$ cat src/rtl/popcount_pkg.sv
`default_nettype none
// ============================================================================
// Module      : popcount_pkg
// Description : Shared definitions for the 22-input popcount family.
//               - Default word length and count width.
//               - Unary-generator FSM state type.
//               - Saturate-to-N helper, also used by popcount checkers.
// Ports       : none (package)
// Revision    : 1.0 - initial release
// ============================================================================
package popcount_pkg;

  // Default number of popcount inputs and width of a count that covers them.
  localparam int POPCNT_N_BITS = 22;
  localparam int POPCNT_CNT_W  = 5;

  // Unary generator control states.
  typedef enum logic [1:0] {
    IDLE = 2'd0,
    EMIT = 2'd1,
    DONE = 2'd2
  } state_t;

  // Clamp a requested count to the number of available bit positions.
  function automatic int unsigned sat_to_n(input int unsigned count,
                                           input int unsigned n);
    return (count > n) ? n : count;
  endfunction

endpackage : popcount_pkg
`default_nettype wire

$ cat src/rtl/popcount22_unary_shreg.sv
`default_nettype none
// ============================================================================
// Module      : popcount22_unary_shreg
// Description : N_BITS-wide indexed-write register. Each accepted serial bit
//               is written at its bit index; a synchronous clear empties the
//               word before a new request is assembled.
// Ports       : clk     - clock
//               rst_n   - asynchronous active-low reset
//               clr     - clear whole word (priority over write)
//               wr_en   - write wr_bit at position wr_idx
//               wr_idx  - bit position to write
//               wr_bit  - value to write
//               word    - current register contents
// Revision    : 1.0 - initial release
// ============================================================================
module popcount22_unary_shreg
  import popcount_pkg::*;
#(
  parameter int N_BITS = POPCNT_N_BITS,
  localparam int IDX_W = $clog2(N_BITS)
) (
  input  logic              clk,
  input  logic              rst_n,
  input  logic              clr,
  input  logic              wr_en,
  input  logic [IDX_W-1:0]  wr_idx,
  input  logic              wr_bit,
  output logic [N_BITS-1:0] word
);

  logic [N_BITS-1:0] r_word;

  always_ff @(posedge clk or negedge rst_n) begin
    if (!rst_n) begin
      r_word <= '0;
    end else if (clr) begin
      r_word <= '0;
    end else if (wr_en) begin
      for (int i = 0; i < N_BITS; i++) begin
        if (wr_idx == IDX_W'(i)) begin
          r_word[i] <= wr_bit;
        end
      end
    end
  end

  assign word = r_word;

endmodule : popcount22_unary_shreg
`default_nettype wire

$ cat src/rtl/popcount22_unary_gen.sv
`default_nettype none
// ============================================================================
// Module      : popcount22_unary_gen
// Description : Regenerates an N_BITS-wide unary (thermometer) word holding
//               exactly in_count ones (clamped to N_BITS). The word is sent
//               bit-serially, index 0 first, on a valid/ready stream and is
//               also presented in parallel on vec_data with a one-cycle
//               vec_valid pulse once the last bit has been transferred.
// Ports       : clk       - clock, rising edge
//               rst_n     - asynchronous active-low reset
//               in_valid  - count request valid
//               in_ready  - generator idle, request can be accepted
//               in_count  - requested number of ones
//               out_valid - serial bit valid
//               out_ready - downstream accepts serial bit
//               out_bit   - current unary bit
//               out_last  - current bit is index N_BITS-1
//               vec_valid - one-cycle pulse, vec_data complete
//               vec_data  - assembled unary word (held until next pulse)
//               sat_flag  - request exceeded N_BITS and was clamped
// Revision    : 1.0 - initial release
// ============================================================================
module popcount22_unary_gen
  import popcount_pkg::*;
#(
  parameter int N_BITS = POPCNT_N_BITS,
  parameter int CNT_W  = POPCNT_CNT_W
) (
  input  logic              clk,
  input  logic              rst_n,
  input  logic              in_valid,
  output logic              in_ready,
  input  logic [CNT_W-1:0]  in_count,
  output logic              out_valid,
  input  logic              out_ready,
  output logic              out_bit,
  output logic              out_last,
  output logic              vec_valid,
  output logic [N_BITS-1:0] vec_data,
  output logic              sat_flag
);

  localparam int              IDX_W      = $clog2(N_BITS);
  localparam logic [IDX_W-1:0] c_last_idx = IDX_W'(N_BITS - 1);

  state_t            r_state;
  logic [IDX_W-1:0]  r_idx;
  logic [CNT_W-1:0]  r_cnt;
  logic              r_sat_next;
  logic              r_in_ready;
  logic              r_out_valid;
  logic              r_out_bit;
  logic              r_out_last;
  logic              r_vec_valid;
  logic [N_BITS-1:0] r_vec_data;
  logic              r_sat_flag;

  logic              w_accept;
  logic              w_xfer;
  logic [CNT_W-1:0]  w_cnt_clamped;
  logic              w_cnt_sat;
  logic [IDX_W-1:0]  w_idx_inc;
  logic [N_BITS-1:0] w_shreg_word;
  logic [N_BITS-1:0] w_final_word;

  // In IDLE the ready flop is always set, so acceptance reduces to in_valid.
  assign w_accept      = (r_state == IDLE) && in_valid;
  assign w_xfer        = (r_state == EMIT) && out_ready;
  assign w_cnt_clamped = CNT_W'(sat_to_n(32'(in_count), unsigned'(N_BITS)));
  assign w_cnt_sat     = 32'(in_count) > unsigned'(N_BITS);
  assign w_idx_inc     = r_idx + IDX_W'(1);

  popcount22_unary_shreg #(
    .N_BITS (N_BITS)
  ) u_shreg (
    .clk    (clk),
    .rst_n  (rst_n),
    .clr    (w_accept),
    .wr_en  (w_xfer),
    .wr_idx (r_idx),
    .wr_bit (r_out_bit),
    .word   (w_shreg_word)
  );

  // The last serial bit is written into the shift register on the same edge
  // that publishes vec_data, so merge it in here to have the full word ready
  // during the DONE cycle.
  always_comb begin
    w_final_word = w_shreg_word;
    for (int i = 0; i < N_BITS; i++) begin
      if (r_idx == IDX_W'(i)) begin
        w_final_word[i] = r_out_bit;
      end
    end
  end

  // Single control process; every stream output is a flop loaded with its
  // next-cycle value.
  always_ff @(posedge clk or negedge rst_n) begin
    if (!rst_n) begin
      r_state     <= IDLE;
      r_idx       <= '0;
      r_cnt       <= '0;
      r_sat_next  <= 1'b0;
      r_in_ready  <= 1'b1;
      r_out_valid <= 1'b0;
      r_out_bit   <= 1'b0;
      r_out_last  <= 1'b0;
      r_vec_valid <= 1'b0;
      r_vec_data  <= '0;
      r_sat_flag  <= 1'b0;
    end else begin
      r_vec_valid <= 1'b0;
      case (r_state)
        IDLE: begin
          if (in_valid) begin
            r_cnt       <= w_cnt_clamped;
            r_sat_next  <= w_cnt_sat;
            r_idx       <= '0;
            r_in_ready  <= 1'b0;
            r_out_valid <= 1'b1;
            r_out_bit   <= (w_cnt_clamped != '0);
            r_out_last  <= (c_last_idx == '0);
            r_state     <= EMIT;
          end
        end
        EMIT: begin
          if (out_ready) begin
            if (r_out_last) begin
              r_out_valid <= 1'b0;
              r_out_bit   <= 1'b0;
              r_out_last  <= 1'b0;
              r_vec_valid <= 1'b1;
              r_vec_data  <= w_final_word;
              r_sat_flag  <= r_sat_next;
              r_state     <= DONE;
            end else begin
              // idx stays at N_BITS-1 after the final bit; it is only
              // advanced on a non-last transfer.
              r_idx      <= w_idx_inc;
              r_out_bit  <= (32'(w_idx_inc) < 32'(r_cnt));
              r_out_last <= (w_idx_inc == c_last_idx);
            end
          end
        end
        DONE: begin
          r_in_ready <= 1'b1;
          r_state    <= IDLE;
        end
        default: begin
          r_in_ready  <= 1'b1;
          r_out_valid <= 1'b0;
          r_state     <= IDLE;
        end
      endcase
    end
  end

  assign in_ready  = r_in_ready;
  assign out_valid = r_out_valid;
  assign out_bit   = r_out_bit;
  assign out_last  = r_out_last;
  assign vec_valid = r_vec_valid;
  assign vec_data  = r_vec_data;
  assign sat_flag  = r_sat_flag;

endmodule : popcount22_unary_gen
`default_nettype wire

$ cat config.mk
export PLATFORM = sky130hd
export DESIGN_NAME = popcount22_unary_gen
export DESIGN_NICKNAME = d
export VERILOG_FILES = /design/src/rtl/popcount_pkg.sv /design/src/rtl/popcount22_unary_shreg.sv /design/src/rtl/popcount22_unary_gen.sv
export SDC_FILE = /design/constraint.sdc
export NUM_CORES = 1
export LEC_CHECK = 0
export ABC_AREA = 0
export CORE_ASPECT_RATIO = 1.4
export CORE_MARGIN = 3
export CORE_UTILIZATION = 52
export CTS_BUF_LIST = sky130_fd_sc_hd__clkbuf_8
export CTS_CLUSTER_SIZE = 14
export DETAILED_ROUTE_END_ITERATION = 8
export PLACE_DENSITY = 0.76
export SLEW_MARGIN = 20
export SYNTH_ARGS = -nofsm -noshare
export SYNTH_HDL_FRONTEND = slang
export SYNTH_SLANG_ARGS = --single-unit
$ cat constraint.sdc
create_clock -name clk -period 2.1 [get_ports clk]
set_clock_uncertainty 0.2 [all_clocks]
set_input_delay 0.315 -clock clk [delete_from_list [all_inputs] [get_ports clk]]
set_output_delay 0.315 -clock clk [all_outputs]
set_load 0.05 [all_outputs]
==> impl_metrics.tcl <==
set metrics [dict create \
    nFillCells 483 \
    cts_root_buffer "clkbuf_8" \
    status "completed" \
    r2r_cells 9 \
    r2r_start "r_idx[1]" \
    synth.yosys.seq_area_share_pct 49.5 \
    crit_type "reg2out" \
    final.setup.worst_slack_ns 0.0416 \
    cts_sinks 63 \
    power-per-cell-area_nw_per_um2 1270 \
    rr_endpoint "out_bit" \
    drive_gt1_share_pct 17.6 \
    num_vias 2382 \
    nets 361 \
    drc 0 \
    fin_util_pct 66.0 \
    path_delay_family "buffers and inverters" \
    r2r_slack_ns 0.09 \
    period_minus_slack_ns 2.06 \
    die-area_um2 7120 \
    avgSynthCellArea_um2 10.8 \
    viasPerCell 5.71 \
    ys.flop_type "dfrtp_1" \
    synth_area_um2 3190 \
    critPathBufInv 1 \
    finalHoldViolations 0 \
    stdcell_count 417 \
    path_cells "clkdlybuf4s50_1" \
    io_buffer_count 36 \
    p_switching_uw 2010 \
    post_drt_wl_per_cell_um 15.9 \
    die_height_um 98.6 \
    cap_violations 0 \
    chipWidth_um 72.2 \
    numCtsBuffers 9 \
    worstHoldPathType "in2async" \
    mostFrequentLayoutCells "dfrtp_1, clkdlybuf4s50_1, nand2_1" \
    fin_crit_sh_pct 98.0 \
    power_frac_seq_pct 36.4 \
    combPwrFrac_pct 45.7 \
    layout_commonest_cell "dfrtp_1" \
    drtPass1Iterations 4 \
    post-place-cells 398 \
    end_kind "primary output" \
    seqCellArea_um2 1580 \
    clkTransAtPathRegs_ns 0.07 \
    io-pin-count 37 \
    leakage_uw 0.00197 \
    worstSetupStartpoint "sat_flag" \
    synth-edff-count 0 \
    whs_ns 0.254 \
    yosysWarnings 0 \
    fp-row-count 33 \
    wl_mm 6.62 \
    critPathLaunchType "flip-flop" \
    synth_seq_cells 63 \
    tns_ns 0 \
    hpwl_mm 4.56 \
    grt_pass1_wl_mm 11.3 \
    gp_congestion 0.840 \
    worstPathArrival_ns 1.54 \
    multiInputGateArea_um2 1460 \
    grt_overflow 0 \
    slew_viol_final 0 \
    p_sw_share_pct 40.4 \
    synth_nets 312 \
    async_flop_share_pct 100 \
    ir_worst_vdd_mv 0.755 \
    drt_iter0_drc 196 \
    cts_tree "done" \
    slowest_delay_ns 0.84 \
    grt_pass1_vias 2351 \
    path_depth 1 \
    crit_end "sat_flag" \
    antenna_left 0 \
    grt.total_usage_pct 20.5 \
    preCtsSetupSlack_ns 0.0200 \
    maxSlewHeadroom_pct 63.7 \
    path_max_fanout 2 \
    internal_power_uw 2960 \
    antenna_found_initial 0 \
    cts_max_path_buffers 2 \
    area_growth_pct 22.3 \
    synth_cell_type_count 46 \
    crit_slowest_cell "clkdlybuf4s50_1" \
    max_freq_ghz 0.486 \
    grt_max_degree 34 \
    critPathRequiredTime_ns 1.58 \
    clock_latency_ns 0.33 \
    n_antenna_cell 0 \
    clkPwrFrac_pct 17.8 \
    tightest_slew_ns 0.543 \
    setup_viol 0 \
    floorplan.initialDensity_pct 54.0 \
    design.core.area_um2 5900 \
    htreeDepth 3 \
    syn-instance-count 294 \
]
[through the flow]
step                      area, µm²  total power [µW]
after global placement         3650              3920
after CTS                      3820              4890
after floorplan                3190              3400
after global routing           3900              5300
final                          3900              4970
after detailed placement       3650              3990
[synth_stat cells (all sizes together) (3+ instances only)]
cell    count  area share, %
a21o       18            4.5
a21oi      12            1.9
a22o       16            4.4
and4bb      8            3.1
buf        18            4.2
dfrtp      62             49
ha          9            3.5
inv        15            1.8
mux2i      20            6.3
nand2      30            3.8
nand3      14            2.4
nand3b      3            1.1
nor2       16            2.0
nor2b       4           0.79
nor3b       3            1.1
o21ai      24            4.0
o22ai       3           0.59
[how the worst min path moves through the flow]
stage                     cells after the start          endpoint  slack (ns)  startpoint
after global placement                        1      vec_data[17]        0.08       rst_n
after detailed placement                      1      vec_data[16]        0.08       rst_n
final                                         2  u_shreg.word[10]        0.25       rst_n
after floorplan                               0           out_bit       -0.18       rst_n
after CTS                                     2  u_shreg.word[10]        0.26       rst_n
after global routing                          2  u_shreg.word[10]        0.28       rst_n
[routing by layer]
| metal | vias up | part of all wire, % | track usage [%] |
|---|---|---|---|
| met4 | 0 | 3.8 | 10.9 |
| met5 | - | 0 | 0 |
| met3 | 22 | 3.9 | 4.49 |
| met2 | 67 | 51 | 33.6 |
| met1 | 1158 | 42 | 24.9 |
| li1 | 1135 | - | - |
[final cells by class]
| type | count | area share (%) |
|---|---|---|
| sequential | 63 | 40.5 |
| multi-input combinational | 197 | 37.5 |
| timing repair buffer | 57 | 14.1 |
| clock buffer | 10 | 3.53 |
| tap | 70 | 2.25 |
| inverter | 15 | 1.45 |
| clock inverter | 5 | 0.674 |
[cell families after synthesis]
group           Yosys count  synth area share, %
simple gates             87                 16.5
compound gates           79                 17.5
flops                    63                 49.5
buf+inv                  34                 6.12
mux                      20                 6.28
fa+ha+maj                 9                 3.53
xor+xnor                  2                0.550
[power groups by stage]
stage	clock [µW]	combinational [µW]	sequential [µW]
4_1_cts	902	2180	1810
5_1_grt	956	2490	1860
3_3_place_gp	0	2110	1810
6_report	885	2270	1810
3_5_place_dp	0	2160	1830
2_1_floorplan	0	1300	2100
[state kept, by name, indices dropped and copies added, names as in the netlist, 2 cells and up]
signal / flops
u_shreg.word: 22
vec_data: 22
r_cnt: 5
r_idx: 5
r_state: 2
[what timing repair did]
item	CTS	global route
hold buffers	1	0
hold endpoints to repair	17	0
resized for setup	0	8
endpoints found under the setup margin	0	2
setup buffers	0	3
Note: power is estimated with default switching activity, not from simulation.
